$ cat src/rtl/reg_10bits_serializer.sv
// Parallel-in / serial-out shifter: loads a word on a valid/ready handshake, emits one bit per consumer handshake.
// Latency: word accepted at edge N, first bit valid in cycle N+1, last bit in N+10, ready again in N+11.
// Backpressure: ser_ready low freezes sreg, cnt and all outputs; load_ready is low for the whole word.
//
// Ports:
//   clk        - single clock, rising edge
//   rst        - asynchronous active-low reset
//   d          - parallel word, sampled only on the accepting edge
//   load_valid - producer presents d
//   load_ready - block can accept a word (high only in IDLE)
//   ser_out    - current serial bit (0 in IDLE)
//   ser_valid  - ser_out holds a valid bit
//   ser_ready  - consumer takes ser_out this cycle
//   ser_last   - current bit is the final bit of the word
//   busy       - a word is in flight
module reg_10bits_serializer #(
    parameter int WIDTH     = 10,
    parameter bit MSB_FIRST = 1'b1
) (
    input  logic             clk,
    input  logic             rst,
    input  logic [WIDTH-1:0] d,
    input  logic             load_valid,
    output logic             load_ready,
    output logic             ser_out,
    output logic             ser_valid,
    input  logic             ser_ready,
    output logic             ser_last,
    output logic             busy
);

    localparam int             CW       = (WIDTH > 1) ? $clog2(WIDTH) : 1;
    localparam logic [CW-1:0]  LAST_IDX = CW'(WIDTH - 1);

    typedef enum logic {
        IDLE  = 1'b0,
        SHIFT = 1'b1
    } state_t;

    state_t           state_q;
    logic [WIDTH-1:0] sreg_q;
    logic [CW-1:0]    cnt_q;

    logic in_shift;
    logic at_last;

    assign in_shift = (state_q == SHIFT);
    assign at_last  = (cnt_q == LAST_IDX);

    always_ff @(posedge clk or negedge rst) begin
        if (!rst) begin
            state_q <= IDLE;
            sreg_q  <= '0;
            cnt_q   <= '0;
        end else begin
            case (state_q)
                IDLE: begin
                    // load_ready is constantly 1 here, so load_valid alone completes the handshake.
                    // ser_ready is irrelevant: nothing is being offered yet.
                    if (load_valid) begin
                        state_q <= SHIFT;
                        sreg_q  <= d;
                        cnt_q   <= '0;
                    end
                end
                SHIFT: begin
                    // ser_valid is constantly 1 here; load_valid is ignored.
                    if (ser_ready) begin
                        if (at_last) begin
                            // Clearing sreg keeps ser_out at 0 in IDLE and leaves no residue.
                            state_q <= IDLE;
                            sreg_q  <= '0;
                            cnt_q   <= '0;
                        end else begin
                            if (MSB_FIRST) begin
                                sreg_q <= {sreg_q[WIDTH-2:0], 1'b0};
                            end else begin
                                sreg_q <= {1'b0, sreg_q[WIDTH-1:1]};
                            end
                            cnt_q <= cnt_q + 1'b1;
                        end
                    end
                end
                default: begin
                    state_q <= IDLE;
                    sreg_q  <= '0;
                    cnt_q   <= '0;
                end
            endcase
        end
    end

    // Pure decode of registered state: no input reaches any output combinationally.
    assign load_ready = !in_shift;
    assign ser_valid  = in_shift;
    assign busy       = in_shift;
    assign ser_out    = in_shift & (MSB_FIRST ? sreg_q[WIDTH-1] : sreg_q[0]);
    assign ser_last   = in_shift & at_last;

endmodule

$ cat config.mk
export PLATFORM = sky130hd
export DESIGN_NAME = reg_10bits_serializer
export DESIGN_NICKNAME = d
export VERILOG_FILES = /design/src/rtl/reg_10bits_serializer.sv
export SDC_FILE = /design/constraint.sdc
export NUM_CORES = 1
export LEC_CHECK = 0
export CORE_UTILIZATION = 35
export DETAILED_ROUTE_END_ITERATION = 10
export DONT_BUFFER_PORTS = 1
export SYNTH_ARGS = -nofsm -noshare
export SYNTH_HDL_FRONTEND = slang
export SYNTH_SLANG_ARGS = --single-unit
$ cat constraint.sdc
create_clock -name clk -period 1.3 [get_ports clk]
set_input_delay 0.195 -clock clk [delete_from_list [all_inputs] [get_ports clk]]
set_output_delay 0.195 -clock clk [all_outputs]
set_load 0.01 [all_outputs]
**After elaboration in Yosys (flattened, before gate mapping)**

Cells that the tools add are included.

- Add/subtract/negate cells: 1
- Equal/unequal tests: 3
- Mux-type cells: 12
- Bitwise logic cells: 3
- Reduce and logical (&&, ||, !) cells: 2

Operators with widths:

| kind | number |
|---|---|
| 2-to-1 mux 10 bit | 3 |
| one-hot mux 10 bit (2 select lines) | 1 |
| 2-to-1 mux 4 bit | 3 |
| one-hot mux 4 bit (2 select lines) | 1 |
| adder 4 x 1 -> 4 bit, second input constant | 1 |
| equality test 4 bit, second input constant | 1 |
| inequality test 2 bit, second input constant | 2 |
| 2-to-1 mux 1 bit | 3 |
| bitwise AND 1 bit | 2 |
| one-hot mux 1 bit (2 select lines) | 1 |
| AND reduction 2 bit | 1 |
| zero test 1 bit | 1 |
| NOT 1 bit | 1 |

- Flip-flop bits (word level): 15
- Input bits: 14
- Output and inout port bits: 5
- Word-level logic and storage cells: 24

**Depth between registers and ports, before layout**

- Word-level depth: 4
- Mapped depth: 6
- Gate-level depth less buffers: 5

**Worst setup path before layout**

OpenSTA, ideal clock, no wires.

- Path kind: reg2out
- From: register cnt_q[1]
- To: output port ser_last
- Data arrival time: 1.079 ns
- Data required time: 1.105 ns
- Slack: 0.026 ns
- Cell stages (with the launch flop): 6
- Buffers on the path: 1
- Cell sequence: dfrtp_1 > inv_1 > ha_1 > nand3b_1 > buf_4 > nor2_1

- Cells in the longest elaborated chain, start to end: 2

Ends and longest elaborated chain:

| what | RTL line | RTL |
|---|---|---|
| start, declared | 42 | `logic [CW-1:0] cnt_q;` |
| start signal, assigned | 80 | `cnt_q <= cnt_q + 1'b1;` |
| equality test 4 bit | 48 | `assign at_last = (cnt_q == LAST_IDX);` |
| bitwise AND 1 bit | 98 | `assign ser_last = in_shift & at_last;` |
| end, declared | 28 | `output logic ser_last,` |

No other way between the ends.

**Worst setup path in the final report**

Same ends and word-level chain as after synthesis.

==> impl_metrics.ini <==
[placed_design]
placed_area_um2 = 823
port_buffers = 0
dpl.hpwl_um = 1130
finalWeightedCongestion = 0.709
place_inst = 115

[route]
drc_errors = 0
dr.pass1.iters = 4
routedWlPerCell_um = 14.4
viasPerCell = 5.14
drtAntennaViolNets = 0
wl_um = 1790
num_vias = 637
first_iter_violations = 11

[sta]
period_share_pct = 111
max-slew-margin-rel_pct = 54.3
drv_slew = 0
fin_crit_ns = 1.44
hold_viol = 0
rsz0062_at_grt = yes
worstMarginPinSlew_ns = 0.683
finalSetupViolations = 1
fmax_mhz = 695
holdWs_ns = 0.0441
fin_ws_ns = -0.139
skew_ns = 0.000599

[critical_path]
cpPeakStageDelay_ns = 0.40
path_max_fanout = 2
cp_slowest_cell = dfrtp_1
criticalPathCategory = reg -> out
cp-end-kind = output pin
arrival_ns = 1.24
crit_required_ns = 1.11
start_kind = flop
worstPathCellList = inv_2 -> ha_4 -> nand3b_1 -> buf_6 -> nor2_4
crit_family = flip-flops
crit_buf_inv = 2

[clocking]
clkTransAtPathRegs_ns = 0.09
cts_tree = built
clockBufferDepth = 2
cts_sinks = 15
cts-root-buf = clkbuf_4
clk-insertion-delay-late_ns = 0.28
cts_made_buffers = 3
htree_levels = 1

[final_layout]
final_common_cell = dfrtp_1
stdcell_area_um2 = 947
fin_nets = 114
drive_gt1_share_pct = 27.8
diodes = 0
final_cell_mix = dfrtp_1, nand3_1, nor2_1, buf_4, o21ai_1
fin_cells = 124
syn2layout_area_growth_pct = 22.9

[global_routing]
antenna_found_initial = 0
grt_pass1_wl_um = 2920
grt_pass1_vias = 587
grt_max_degree = 16
track_usage_pct = 15.9
overflow = 0

[worst_hold_path]
hold_path_class = in -> reg

[floorplan]
rows = 16
core_mm2 = 0.00202
io_pins = 19
die_h_um = 48.9
die_area_mm2 = 0.00239
start_util_pct = 38.1
fp.dieW_um = 48.9

[run]
maxCapViolations = 0

[yosys]
yosys_most_used_dff = dfrtp_1
yosysWarnings = 0
ys_seq_area_share_pct = 48.7
synth-async-reset-ratio_pct = 100
ys_types = 19
synthesis.area_um2 = 771
postSynthAreaPerCell_um2 = 8.96
ys_seq_elements = 15
synth-edff-count = 0
netlist_instances = 86
synth_nets = 102

[power]
p_leak_nw = 0.423
ir_drop_v = 0.000967
p_per_area_mw_per_mm2 = 1840
power_switching_share_pct = 36.0
clkPwrFrac_pct = 15.5
intPower_mw = 1.12
p_sw_mw = 0.629
pwr-share-seq_pct = 45.9
p_comb_share_pct = 38.7

[outcome]
outcome = finished, violations left
violations = negative setup slack
kinds of logic after synthesis:
kind of cell	count (synthesis)	share of synthesized area, %
and+or+nand+nor	30	18.7
DFF	15	48.7
buffers and inverters	11	7.79
xor gates and xnor gates	1	1.14
muxes	1	1.95
AOI/OAI and AO/OA	26	18.5
adders and majority gates	2	3.25
Yosys cell counts, types with 3 or more instances:
cell type / number / share of area (%)
a21oi_1: 9 / 5.8
o21ai_0: 14 / 9.1
buf_2: 3 / 1.9
nand2_1: 3 / 1.5
nand3_1: 11 / 7.1
dfrtp_1: 15 / 49
nor2_1: 10 / 4.9
inv_1: 5 / 2.4
power groups by stage:
stage          logic, mW  clock network [mW]  registers, mW
3_5_place_dp       0.527                   0          0.795
4_1_cts            0.617               0.278          0.791
5_1_grt            0.780               0.308          0.818
3_3_place_gp       0.513                   0          0.789
6_report           0.676               0.270          0.801
2_1_floorplan      0.428                   0          0.768
per-stage QoR:
stage	setup TNS [ns]	utilization [%]	worst slack [ns]	total power [mW]
final	-0.139	46.8	-0.139	1.75
after global routing	-0.321	46.8	-0.210	1.90
after CTS	-0.158	44.9	-0.158	1.69
after detailed placement	0	40.7	0.0283	1.32
after global placement	0	40.7	0.0656	1.30
after floorplan	0	-	0.0264	1.20
worst reg2reg max path, cell delays in order (launching register included):
cell	delay, ns
dfrtp_2	0.45
ha_4	0.17
nand3b_1	0.11
buf_6	0.12
buf_4	0.14
nand3_1	0.09
a21oi_2	0.13
final timing paths:
check	cells past startpoint	slack [ns]	from	endpoint
setup / recovery	5	-0.14	cnt_q[1]$_DFFE_PN0P_	ser_last
hold / removal	2	0.04	d[0]	sreg_q[0]$_DFFE_PN0P_
setup reg to reg	6	0.03	cnt_q[0]$_DFFE_PN0P_	sreg_q[9]$_DFFE_PN0P_
hold reg to reg	2	0.51	sreg_q[0]$_DFFE_PN0P_	sreg_q[0]$_DFFE_PN0P_
max in group asynchronous	1	0.44	rst	cnt_q[0]$_DFFE_PN0P_
min in group asynchronous	1	0.38	rst	busy$_DFF_PN0_
area by class of cell:
| class | instances | area (um2) |
|---|---|---|
| fill | 202 | 1070 |
| multi-input combinational | 61 | 392 |
| sequential | 15 | 377 |
| timing repair buffer | 12 | 100 |
| tap | 27 | 33.8 |
| clock buffer | 4 | 26.3 |
| inverter | 5 | 18.8 |
flip-flops by register name, summed over array words and instances, names as in the netlist:
register  count
busy          1
cnt_q         4
sreg_q       10
per-layer routing:
layer | part of all wire (%) | global-route usage [%] | up-vias
met5 | 0 | 0 | -
met4 | 0 | 2.94 | 0
met3 | 5.8 | 5.61 | 0
met2 | 46 | 22.7 | 15
met1 | 49 | 23.1 | 301
li1 | - | - | 321
what timing repair did:
| action | in CTS | in global routing |
|---|---|---|
| setup buffers | 3 | 0 |
| endpoints found under the setup margin | 3 | 12 |
| hold endpoints to repair | 15 | 0 |
| pin swaps | 1 | 6 |
| hold buffers | 1 | 0 |
| cloned | 0 | 1 |
| gates resized for setup | 8 | 15 |
(Power assumes the default switching activity.)
